`src/rtl/sum_window_pkg.sv`:
```
// sum_window_pkg: shared state type and sizing helpers for the window averager
package sum_window_pkg;

    typedef enum logic {ACCUM, HOLD} state_t;

    localparam int DEF_IN_W   = 8;
    localparam int DEF_N_LOG2 = 2;
    localparam int DEF_ACC_W  = DEF_IN_W + DEF_N_LOG2;
    localparam int DEF_RND    = 1 << (DEF_N_LOG2 - 1);

    function automatic int win_len(input int n_log2);
        return 1 << n_log2;
    endfunction

    function automatic int acc_width(input int in_w, input int n_log2);
        return in_w + n_log2;
    endfunction

    // Half of the window length; zero for a single-sample window so the mean is the sample itself
    function automatic int round_const(input int n_log2);
        return (n_log2 == 0) ? 0 : (1 << (n_log2 - 1));
    endfunction

endpackage

```
`src/rtl/sum_window_avg_minmax_tracker.sv`:
```
// minmax_tracker: running unsigned max/min with restart and per-sample update
module minmax_tracker #(
    parameter int IN_W = 8
) (
    input  logic            clk,
    input  logic            rst_n,
    input  logic            i_init,
    input  logic            i_upd,
    input  logic [IN_W-1:0] i_data,
    output logic [IN_W-1:0] o_nmax,
    output logic [IN_W-1:0] o_nmin
);
    logic [IN_W-1:0] r_max;
    logic [IN_W-1:0] r_min;

    // Ties keep the stored value, so only a strictly larger/smaller sample replaces it
    always_comb begin
        o_nmax = (i_data > r_max) ? i_data : r_max;
        o_nmin = (i_data < r_min) ? i_data : r_min;
    end

    // Restart wins over update so a completing or aborted window leaves fresh trackers
    always_ff @(posedge clk or negedge rst_n) begin
        if (!rst_n) begin
            r_max <= '0;
            r_min <= '1;
        end else if (i_init) begin
            r_max <= '0;
            r_min <= '1;
        end else if (i_upd) begin
            r_max <= o_nmax;
            r_min <= o_nmin;
        end
    end
endmodule

```
`src/rtl/sum_window_avg.sv`:
```
// sum_window_avg: per-window sum, rounded mean, max and min of an 8-bit sample stream
module sum_window_avg
    import sum_window_pkg::*;
#(
    parameter int IN_W   = 8,
    parameter int N_LOG2 = 2
) (
    input  logic                   clk,
    input  logic                   rst_n,
    input  logic                   clr,
    input  logic                   in_valid,
    input  logic [IN_W-1:0]        in_data,
    output logic                   in_ready,
    output logic                   out_valid,
    input  logic                   out_ready,
    output logic [IN_W+N_LOG2-1:0] out_sum,
    output logic [IN_W-1:0]        out_avg,
    output logic [IN_W-1:0]        out_max,
    output logic [IN_W-1:0]        out_min
);
    localparam int N     = win_len(N_LOG2);
    localparam int ACC_W = acc_width(IN_W, N_LOG2);
    localparam int RND   = round_const(N_LOG2);
    localparam int CW    = N_LOG2 + 1;

    state_t             r_state;
    logic [CW-1:0]      r_cnt;
    logic [ACC_W-1:0]   r_acc;
    logic [ACC_W-1:0]   r_sum;
    logic [IN_W-1:0]    r_avg;
    logic [IN_W-1:0]    r_max;
    logic [IN_W-1:0]    r_min;
    logic               w_acc;
    logic               w_done;
    logic [ACC_W-1:0]   w_sum;
    logic [ACC_W:0]     w_rnd;
    logic [IN_W-1:0]    w_avg;
    logic [IN_W-1:0]    w_nmax;
    logic [IN_W-1:0]    w_nmin;

    // Handshake decoded from state only; window arithmetic on the incoming sample
    always_comb begin
        in_ready  = (r_state == ACCUM);
        out_valid = (r_state == HOLD);
        w_acc     = in_valid && in_ready;
        w_done    = w_acc && (r_cnt == CW'(N - 1));
        w_sum     = r_acc + ACC_W'(in_data);
        w_rnd     = {1'b0, w_sum} + (ACC_W + 1)'(RND);
        w_avg     = IN_W'(w_rnd >> N_LOG2);
    end

    assign out_sum = r_sum;
    assign out_avg = r_avg;
    assign out_max = r_max;
    assign out_min = r_min;

    minmax_tracker #(.IN_W(IN_W)) u_trk (
        .clk    (clk),
        .rst_n  (rst_n),
        .i_init (clr || w_done),
        .i_upd  (w_acc && !clr),
        .i_data (in_data),
        .o_nmax (w_nmax),
        .o_nmin (w_nmin)
    );

    // Window FSM: accumulate N samples, publish into the hold registers, wait for consumer
    always_ff @(posedge clk or negedge rst_n) begin
        if (!rst_n) begin
            r_state <= ACCUM;
            r_cnt   <= '0;
            r_acc   <= '0;
            r_sum   <= '0;
            r_avg   <= '0;
            r_max   <= '0;
            r_min   <= '0;
        end else if (clr) begin
            r_state <= ACCUM;
            r_cnt   <= '0;
            r_acc   <= '0;
        end else if (r_state == ACCUM) begin
            if (w_done) begin
                r_state <= HOLD;
                r_cnt   <= '0;
                r_acc   <= '0;
                r_sum   <= w_sum;
                r_avg   <= w_avg;
                r_max   <= w_nmax;
                r_min   <= w_nmin;
            end else if (w_acc) begin
                r_cnt   <= r_cnt + CW'(1);
                r_acc   <= w_sum;
            end
        end else if (out_ready) begin
            r_state <= ACCUM;
        end
    end
endmodule

```
`config.mk`:
```
export PLATFORM = sky130hd
export DESIGN_NAME = sum_window_avg
export DESIGN_NICKNAME = d
export VERILOG_FILES = /design/src/rtl/sum_window_pkg.sv /design/src/rtl/sum_window_avg_minmax_tracker.sv /design/src/rtl/sum_window_avg.sv
export SDC_FILE = /design/constraint.sdc
export NUM_CORES = 1
export LEC_CHECK = 0
export ABC_AREA = 1
export CORE_ASPECT_RATIO = 1.5
export CORE_MARGIN = 2
export CORE_UTILIZATION = 51
export CTS_CLUSTER_DIAMETER = 150
export CTS_CLUSTER_SIZE = 20
export DETAILED_ROUTE_END_ITERATION = 6
export PLACE_DENSITY = 0.88
export SLEW_MARGIN = 20
export SYNTH_ARGS = -nofsm -noshare
export SYNTH_HDL_FRONTEND = slang
export SYNTH_SLANG_ARGS = --single-unit
export TNS_END_PERCENT = 20
```
`constraint.sdc`:
```
create_clock -name clk -period 2 [get_ports clk]
set_input_delay 0.4 -clock clk [delete_from_list [all_inputs] [get_ports clk]]
set_output_delay 0.4 -clock clk [all_outputs]
set_load 0.01 [all_outputs]
```
======== Word-level counts from Yosys, hierarchy flattened ========
Cells that the tools add are included.
word-level totals
  register bits ........................... 64
  input bits .............................. 13
  output and inout port bits .............. 36
  word-level logic and storage cells ...... 45
cells by class
  $add $sub $neg .......................... 3
  $lt $le $gt $ge ......................... 2
  eq/ne operators ......................... 2
  muxes and demuxes ....................... 18
  bitwise operators ....................... 2
  reduce and logical (&&, ||, !) cells .... 9
operator list
  kind                                            number
  two-way mux 8 bit                               6
  two-way mux 10 bit                              4
  two-way mux 3 bit                               4
  adder 10 x 2 -> 10 bit (second input constant)  1
  adder 10 x 8 -> 10 bit                          1
  > comparator 8 bit                              1
  < comparator 8 bit                              1
  two-way mux 1 bit                               4
  adder 3 x 1 -> 3 bit (second input constant)    1
  == test 3 x 2 -> 1 bit (second input constant)  1
  logical AND 1 bit                               3
  AND reduction 3 bit                             1
  nonzero test 3 bit                              1
  inequality test 2 bit (second input constant)   1
  NOT 1 bit                                       2
  AND reduction 2 bit                             1
  nonzero test 2 bit                              1
  zero test 1 bit                                 1
  logical OR 1 bit                                1

======== Depth between registers and ports, before layout ========
Gate-level depths: netlist (run 1).
  depth in word-level cells ............... 6
  mapped depth ............................ 13
  mapped depth without buffers ............ 13

======== Hierarchy ========
Synthesis (run 1) repeated with hierarchy kept, for this count alone.
unflattened totals
  cells, all modules ...................... 529
  area, all modules ....................... 4,023.9 sq um
by module, submodules not included
  module          instances  cells each  area an instance (sq um)
  sum_window_avg  1          335         2,620.0
  minmax_tracker  1          194         1,403.8

======== Worst setup path before layout (run 1) ========
OpenSTA, ideal clock, no wires.
  path type ............................... input port to flip-flop
  start ................................... input in_data[0]
  end ..................................... register r_avg[7] (netlist: out_avg[7])
  arrival ................................. 1.991 ns
  required time ........................... 1.879 ns
  path slack .............................. -0.112 ns
  cell stages on the path ................. 13
  cells stage by stage .................... ha_1 fa_1 nand2_2 inv_1 nor2_4 ha_1 nand3_2 nor2_8 nand3_4 inv_1 nand2_1 nand2_1 nand3_2
on the way
  word-level cells in the longest chain between the ends .. 2
ends and longest elaborated chain
  what                    line                  source
  from (decl)             sum_window_avg.sv:12  input logic [IN_W-1:0] in_data,
  adder 10 x 8 -> 10 bit  sum_window_avg.sv:47  w_sum = r_acc + ACC_W'(in_data);
  named net w_sum[2]      sum_window_avg.sv:35  logic [ACC_W-1:0] w_sum;
  adder 10 x 2 -> 10 bit  sum_window_avg.sv:48  w_rnd = {1'b0, w_sum} + (ACC_W + 1)'(RND);
  to (signal assigned)    sum_window_avg.sv:87  r_avg <= w_avg;
  to (decl)               sum_window_avg.sv:30  logic [IN_W-1:0] r_avg;
The timed path passes the listed nets, and every way through them passes these cells.
A chain may end at the register's enable or synchronous reset.

======== Final worst setup path (run 1) ========
  start ................................... register r_acc[0]
  end ..................................... register r_avg[7] (netlist: out_avg[7])
on the way
  word-level cells in the longest chain between the ends .. 2
ends and longest elaborated chain
  what                    line                  source
  from (decl)             sum_window_avg.sv:28  logic [ACC_W-1:0] r_acc;
  from (signal assigned)  sum_window_avg.sv:92  r_acc <= w_sum;
  adder 10 x 8 -> 10 bit  sum_window_avg.sv:47
  adder 10 x 2 -> 10 bit  sum_window_avg.sv:48
No other way between the ends.

==> summary.txt, run 1 <==
==========================================================================================
Total DRC errors in the routed layout .......................................            0
Final setup vio count .......................................................            0
Peak ir drop on the vdd network .............................................       673 uV
Leakage power summed over all cells .........................................      2.67 nW
Die ar. .....................................................................   8350 sq um
Total standard cell area after synthesis ....................................   3890 sq um
DR vias .....................................................................        3,602
Drt first-iter violations ...................................................          237
Type of the tightest min-delay check ........................................     in2async
Critical Path Start Type ....................................................         flop
Synth Area per Inst .........................................................   7.76 sq um
DIE HEIGHT ..................................................................       111 um
Number of H-tree levels .....................................................            3
Number of top-level design ports ............................................           49
Layout Skew .................................................................   0.00615 ns
Largest stage delay on the critical path ....................................      0.38 ns
Fraction of final layout cells sized beyond drive strength 1 ................        18.8%
Final Max Slew Viols ........................................................            0
Kind of cell adding the most delay to the critical path ..................... simple AND/OR/NAND/NOR gates
Number of cells produced by synthesis .......................................          501
Post-detailed-routing wire length ...........................................      9.53 mm
Number of port buffers ......................................................           48
Worst-path cell with the longest stage delay ................................      dfrtp_1
Number of buffer and inverter instances along the worst setup path ..........            2
Fraction of the yosys area taken by sequential cells ........................        41.5%
Final non-filler cell area ..................................................   5150 sq um
Buffer levels on the longest clock path .....................................            2
Routed len/inst .............................................................      13.8 um
Ordered cell list for the critical path ..................................... ha_2, fa_2, nand2_2, buf_4, nand2_4, nand3_1, nand3_1, nand2_1, nand2_1, inv_1, nand2_1, nand2_1, nand3_2
Setup repair after global routing missed its margin .........................          yes
Pin count of the biggest net entering global routing ........................           46
Number of maximum-capacitance constraint violations .........................            0
Status ......................................................................    completed
Root buf cell ...............................................................    clkbuf_16
Clock edge transition at the registers on the reported setup and hold paths .      0.05 ns
Effective utilization at floorplan ..........................................        51.7%
Clock network latency to the later pin of the worst-skew pair ...............      0.34 ns
TNS Setup ...................................................................         0 ns
Highest Clock Rate ..........................................................      507 MHz
Most prevalent standard cell on the critical path ...........................      nand2_1
Final hold viol count .......................................................            0
HPWL Detailed ...............................................................      6.69 mm
Global Route Usage Sum ......................................................        24.3%
Number of sinks on the clock net ............................................           64
Count of state elements after synthesis .....................................           64
Die outline width ...........................................................      75.3 um
Number of buffers inserted during clock tree synthesis ......................            9
Standard-cell row count .....................................................           39
Total of warnings raised by yosys ...........................................            0
Critical Setup Path Class ...................................................      reg2reg
CTS tree ....................................................................          yes
Core Area ...................................................................   7510 sq um
Global route overflow .......................................................            0
Synth cell types ............................................................           34
Post-layout min period ......................................................      1.97 ns
Endpoint class of the critical path .........................................         flop
Detailed Routing Iterations Pass 1 ..........................................            4
Part of the cycle the worst path needs ......................................        98.6%
Nets in the synthesized netlist .............................................          540
Via-to-Cell Ratio ...........................................................         5.21
Growth of design area from synthesis to finish ..............................        32.5%
Number of nets in the layout ................................................          623
Crit-path max FO ............................................................            3
Critical path data arrival time .............................................      2.20 ns
Wire length of the first global-routing pass ................................      15.6 mm
WP data required ............................................................      2.22 ns
Post-placement cell area ....................................................   4730 sq um
Slew of the pin with the lowest slew margin .................................     0.475 ns
Relative slew slack .........................................................        68.3%
Antenna violations before repair ............................................            0
Diode insertion count for antenna repair ....................................            0
Antenna viol nets, final ....................................................            0
Via count of the first global-routing pass ..................................        3,522
Global placement routability congestion .....................................        0.863
Power per cell area ......................................................... 1220 nW/um^2
Worst hold slack across all endpoints .......................................    0.0169 ns
==========================================================================================
-- cell type report --
type / count / area [sq um]
Clock buffer: 13 / 260
Tap cell: 102 / 128
Sequential cell: 64 / 1610
Clock inverter: 3 / 40.0
Multi-Input combinational cell: 365 / 2110
Inverter: 62 / 235
Fill cell: 604 / 2360
Timing Repair Buffer: 82 / 761
-- routing by layer --
layer  vias up  wire length (um)  global-route usage [%]
met1      1687              3740                    27.4
li1       1775                 -                       -
met4         0               431                    16.1
met5         -                 0                       0
met2       106              5010                    40.9
met3        34               347                    3.27
-- final timing paths --
kind	start	endpoint	slack, ns	cells past startpoint
worst min register to register	out_min[4]	out_min[4]	0.47	2
worst max-delay path	r_acc[0]	out_avg[7]	0.03	13
worst min-delay path	rst_n	out_avg[0]	0.02	1
min in group clk	out_min[4]	out_min[4]	0.47	2
worst max register to register	r_acc[0]	out_avg[7]	0.03	13
max in group asynchronous	rst_n	u_trk.r_min[6]	1.33	2
-- placed cells by master (no fill, tap or decap), types with 6 or more instances in the layout --
master,instances
dfstp_2,8
nand2_1,183
o21ai_0,11
dfrtp_1,56
clkdlybuf4s50_1,39
nand2_2,11
nand3_1,57
nor2_1,16
o21ai_1,10
clkbuf_16,9
ha_4,7
inv_2,7
nand3b_1,8
buf_4,31
a21oi_1,9
ha_1,17
inv_1,54
nor2_4,6
-- kinds of logic after synthesis --
group	count (synthesis)	synth area share [%]
flops	64	41.5
buf+inv	72	7.27
simple gates	297	36.1
compound gates	42	6.57
fa+ha+maj	26	8.56
-- through the flow --
step	utilization, %	setup slack, ns	power, mW	cells
5_1_grt	68.5	-0.0847	6.69	691
2_1_floorplan	-	0.00849	3.44	501
4_1_cts	67.8	-0.00931	6.24	690
3_3_place_gp	63.0	-0.452	4.46	673
3_5_place_dp	63.0	-0.515	4.56	673
6_report	68.5	0.0289	6.27	691
-- flip-flops by register name, summed over array words and instances, names as in the netlist --
signal	count
out_min	8
out_avg	8
out_valid	1
r_cnt	3
r_acc	10
u_trk.r_min	8
u_trk.r_max	8
out_max	8
out_sum	10
-- cells in the mapped netlist (all sizes together) --
library cell,n,area [sq um]
nand2,196,776
nand3,67,403
inv,62,235
dfrtp,56,1400
ha,25,313
nor2,25,158
o21ai,21,105
a21oi,11,58.8
buf,8,40.0
dfstp,8,210
nand3b,8,60.1
clkbuf,2,7.51
o211ai,2,20.0
o22ai,2,12.5
a211o,1,8.76
a211oi,1,20.0
a22o,1,8.76
a31oi,1,6.26
fa,1,20.0
o21a,1,7.51
o31ai,1,7.51
or2,1,8.76
-- report_power, final --
part	internal, mW	total, mW	switching (mW)
Clock	1.03	1.58	0.553
Sequential	1.72	1.96	0.240
Combinational	1.30	2.74	1.44
Total	4.05	6.27	2.23
-- repair_timing --
item	CTS	global route
setup buffers	1	1
endpoints found under the setup margin	25	38
pin swaps	6	6
gates resized for setup	17	10
hold buffers	0	0
Power figures use the tool's default switching activity.
==> inputs of run 2 (changes only) <==
ABC_CLOCK_PERIOD_IN_PS = 2000   (was default)
==> results of run 2 <==
No change in the layout: final DEF, timing and power equal those of run 1.
==> inputs of run 3 (changes only) <==
ABC_CLOCK_PERIOD_IN_PS = 2250   (was 2000)
PLACE_DENSITY = 0.85   (was 0.88)
SYNTH_HIERARCHICAL = 1   (was default)
clock period = 2.25 ns   (was 2 ns; I/O delays follow)
==> run 3 against run 2 <==
Net effect: combinational power fell by 27%; worst setup slack better by 0.073 ns; synthesized area rose by 3.5%; worst hold slack better by 0.12 ns; clock power shrank 11%; global-route usage is 1.6 points higher; critical endpoint is now out_max[1].
==> summary.txt, run 3 <==
==========================================================================================
Status ......................................................................    completed
Standard-cell row count .....................................................           39
DIE HEIGHT ..................................................................       113 um
Final Max Slew Viols ........................................................            0
Synth cell types ............................................................           33
TNS Setup ...................................................................         0 ns
Detailed Routing Iterations Pass 1 ..........................................            5
Fraction of the yosys area taken by sequential cells ........................        40.0%
Endpoint of the worst register-to-register path .............................   out_avg[4]
Post-synthesis share of cell area spent on and, or, nand and nor gates ......        37.4%
Synth Flop Type .............................................................      dfrtp_1
Final non-filler cell total .................................................          727
Pin count of the biggest net entering global routing ........................           65
DR vias .....................................................................        3,930
Total DRC errors in the routed layout .......................................            0
Highest Clock Rate ..........................................................      465 MHz
Fraction of final layout cells sized beyond drive strength 1 ................        19.8%
Via-to-Cell Ratio ...........................................................         5.41
Type of the tightest min-delay check ........................................     in2async
Via count of the first global-routing pass ..................................        3,924
Main combinational cell family by area after synthesis ...................... simple AND/OR/NAND/NOR gates
Slew of the pin with the lowest slew margin .................................     0.400 ns
Critical Setup Path Class ...................................................       in2reg
Commonest non-fill, non-tap cell in the layout ..............................      nand2_1
DP Cell Count ...............................................................          710
Total standard cell area after synthesis ....................................   4020 sq um
Post-detailed-routing wire length ...........................................      11.0 mm
Post-layout min period ......................................................      2.15 ns
Final hold viol count .......................................................            0
Main area contributors after synthesis ...................................... dfrtp_1 (35%), nand2_1 (16%), nand3_1 (7.8%)
Antenna violations before repair ............................................            0
Count of flip-flops with a built-in enable after synthesis ..................            0
Highest-count cells in the layout ignoring fill and taps .................... nand2_1 (172), nand3_1 (60), inv_1 (58), dfrtp_1 (56), clkdlybuf4s50_1 (45)
Total Power .................................................................      5.05 mW
Number of H-tree levels .....................................................            3
Post-synthesis xor/xnor area fraction .......................................       0.684%
Wire length of the first global-routing pass ................................      17.8 mm
Routed len/inst .............................................................      15.1 um
Clock edge transition at the registers on the reported setup and hold paths .      0.05 ns
Most frequently used cell type in the post-synthesis netlist ................      nand2_1
Compound-Gate Fraction of Synth Area ........................................        6.03%
Diode insertion count for antenna repair ....................................            0
Depth of the worst register-to-register path ................................           13
Number of top-level design ports ............................................           49
Count of state elements after synthesis .....................................           64
Nets in the synthesized netlist .............................................          568
Effective utilization at floorplan ..........................................        52.5%
Global Route Usage Sum ......................................................        25.9%
Synth Area per Inst .........................................................   7.61 sq um
Number of buffers inserted during clock tree synthesis ......................            9
Peak ir drop on the vdd network .............................................       531 uV
Root buf cell ...............................................................    clkbuf_16
Global route overflow .......................................................            0
WP data required ............................................................      2.47 ns
Growth of design area from synthesis to finish ..............................        32.7%
Crit-path max FO ............................................................            8
Number of cells produced by synthesis .......................................          529
Part of the cycle the worst path needs ......................................        95.5%
Number of nets in the layout ................................................          660
Yosys top cell area share ...................................................        34.8%
Register-to-register setup slack ............................................      0.16 ns
Buffer levels on the longest clock path .....................................            2
Die ar. .....................................................................   8630 sq um
HPWL Detailed ...............................................................      7.72 mm
Total of warnings raised by yosys ...........................................            6
Core Area ...................................................................   7660 sq um
Number of sinks on the clock net ............................................           64
Synth area leader ...........................................................      dfrtp_1
Top post-synthesis cells by count ........................................... nand2_1 (174), nand3_1 (63), inv_1 (58)
Die outline width ...........................................................      76.5 um
Dpl ws ......................................................................    -0.525 ns
Number of maximum-capacitance constraint violations .........................            0
Power per cell area .........................................................  946 nW/um^2
Number of port buffers ......................................................           48
Global placement routability congestion .....................................        0.950
Clock network latency to the later pin of the worst-skew pair ...............      0.33 ns
Adder-Cell Fraction of Synth Area ...........................................        8.27%
Endpoint class of the critical path .........................................         flop
PnR worst setup slack .......................................................     0.102 ns
Leakage power summed over all cells .........................................      2.73 nW
Origin of the critical flop-to-flop path ....................................     r_acc[0]
CTS tree ....................................................................          yes
Critical path data arrival time .............................................      2.37 ns
Portion of netlist area occupied by mux cells ...............................           0%
Antenna viol nets, final ....................................................            0
Drt first-iter violations ...................................................          224
Layout Skew .................................................................   0.00422 ns
Final setup vio count .......................................................            0
Relative slew slack .........................................................        73.3%
Post-synthesis async set-or-reset flop share ................................         100%
Critical Path Start Type ....................................................    input pin
==========================================================================================
run 3: repair_timing:
item | 4_1_cts | 5_1_grt
buffers inserted | 1 | 0
resized for setup | 15 | 7
pin swaps | 6 | 1
hold buffers | 0 | 0
gates cloned | 0 | 1
setup endpoints to repair | 6 | 8
run 3: routing by layer:
metal  GRT usage [%]  wire, um
met2            46.4      5870
met3            4.78       469
met1            28.0      3960
met5               0         0
met4            16.4       656
run 3: worst max-delay path: stages:
cell             delay [ns]
clkdlybuf4s50_1        0.52
ha_1                   0.38
a21o_1                 0.20
nor2_2                 0.22
nand2_4                0.13
nand2_8                0.12
nand2_2                0.06
and2_1                 0.17
nand2_1                0.07
nand2_1                0.05
run 3: how the worst max path moves through the flow:
stage	cells past startpoint	to	slack [ns]	startpoint
floorplan	10	out_avg[5]	0.11	in_data[0]
CTS	12	out_avg[6]	0.006	in_data[2]
global route	13	out_avg[6]	-0.01	in_data[1]
detailed placement	12	out_avg[6]	-0.52	in_data[0]
global placement	14	out_avg[6]	-0.41	in_data[0]
finish	10	out_max[1]	0.10	in_data[7]
run 3: through the flow:
stage	instance area (sq um)	utilization [%]	hold WS, ns
6_report	5340	69.7	0.134
5_1_grt	5340	69.7	0.165
3_3_place_gp	4910	64.1	0.458
3_5_place_dp	4910	64.1	0.462
4_1_cts	5280	68.9	0.151
2_1_floorplan	4020	-	0.154
run 3: area by class of cell:
class	instances	area (sq um)
clock buffer	12	256
clock inverter	3	42.5
fill	586	2320
inverter	64	240
multi-input combinational	390	2230
sequential	64	1610
tap	102	128
timing repair buffer	92	832
run 3: power breakdown:
group	leakage [nW]	internal, mW	switching, mW
Combinational	1.76	0.973	1.04
Sequential	0.830	1.47	0.173
Clock	0.145	0.909	0.488
Total	2.73	3.35	1.70
run 3: logic make-up after synthesis:
logic type,Yosys count
adders and majority gates,26
xor gates and xnor gates,1
AOI/OAI and AO/OA,45
DFF,64
buffers and inverters,76
and+or+nand+nor,317
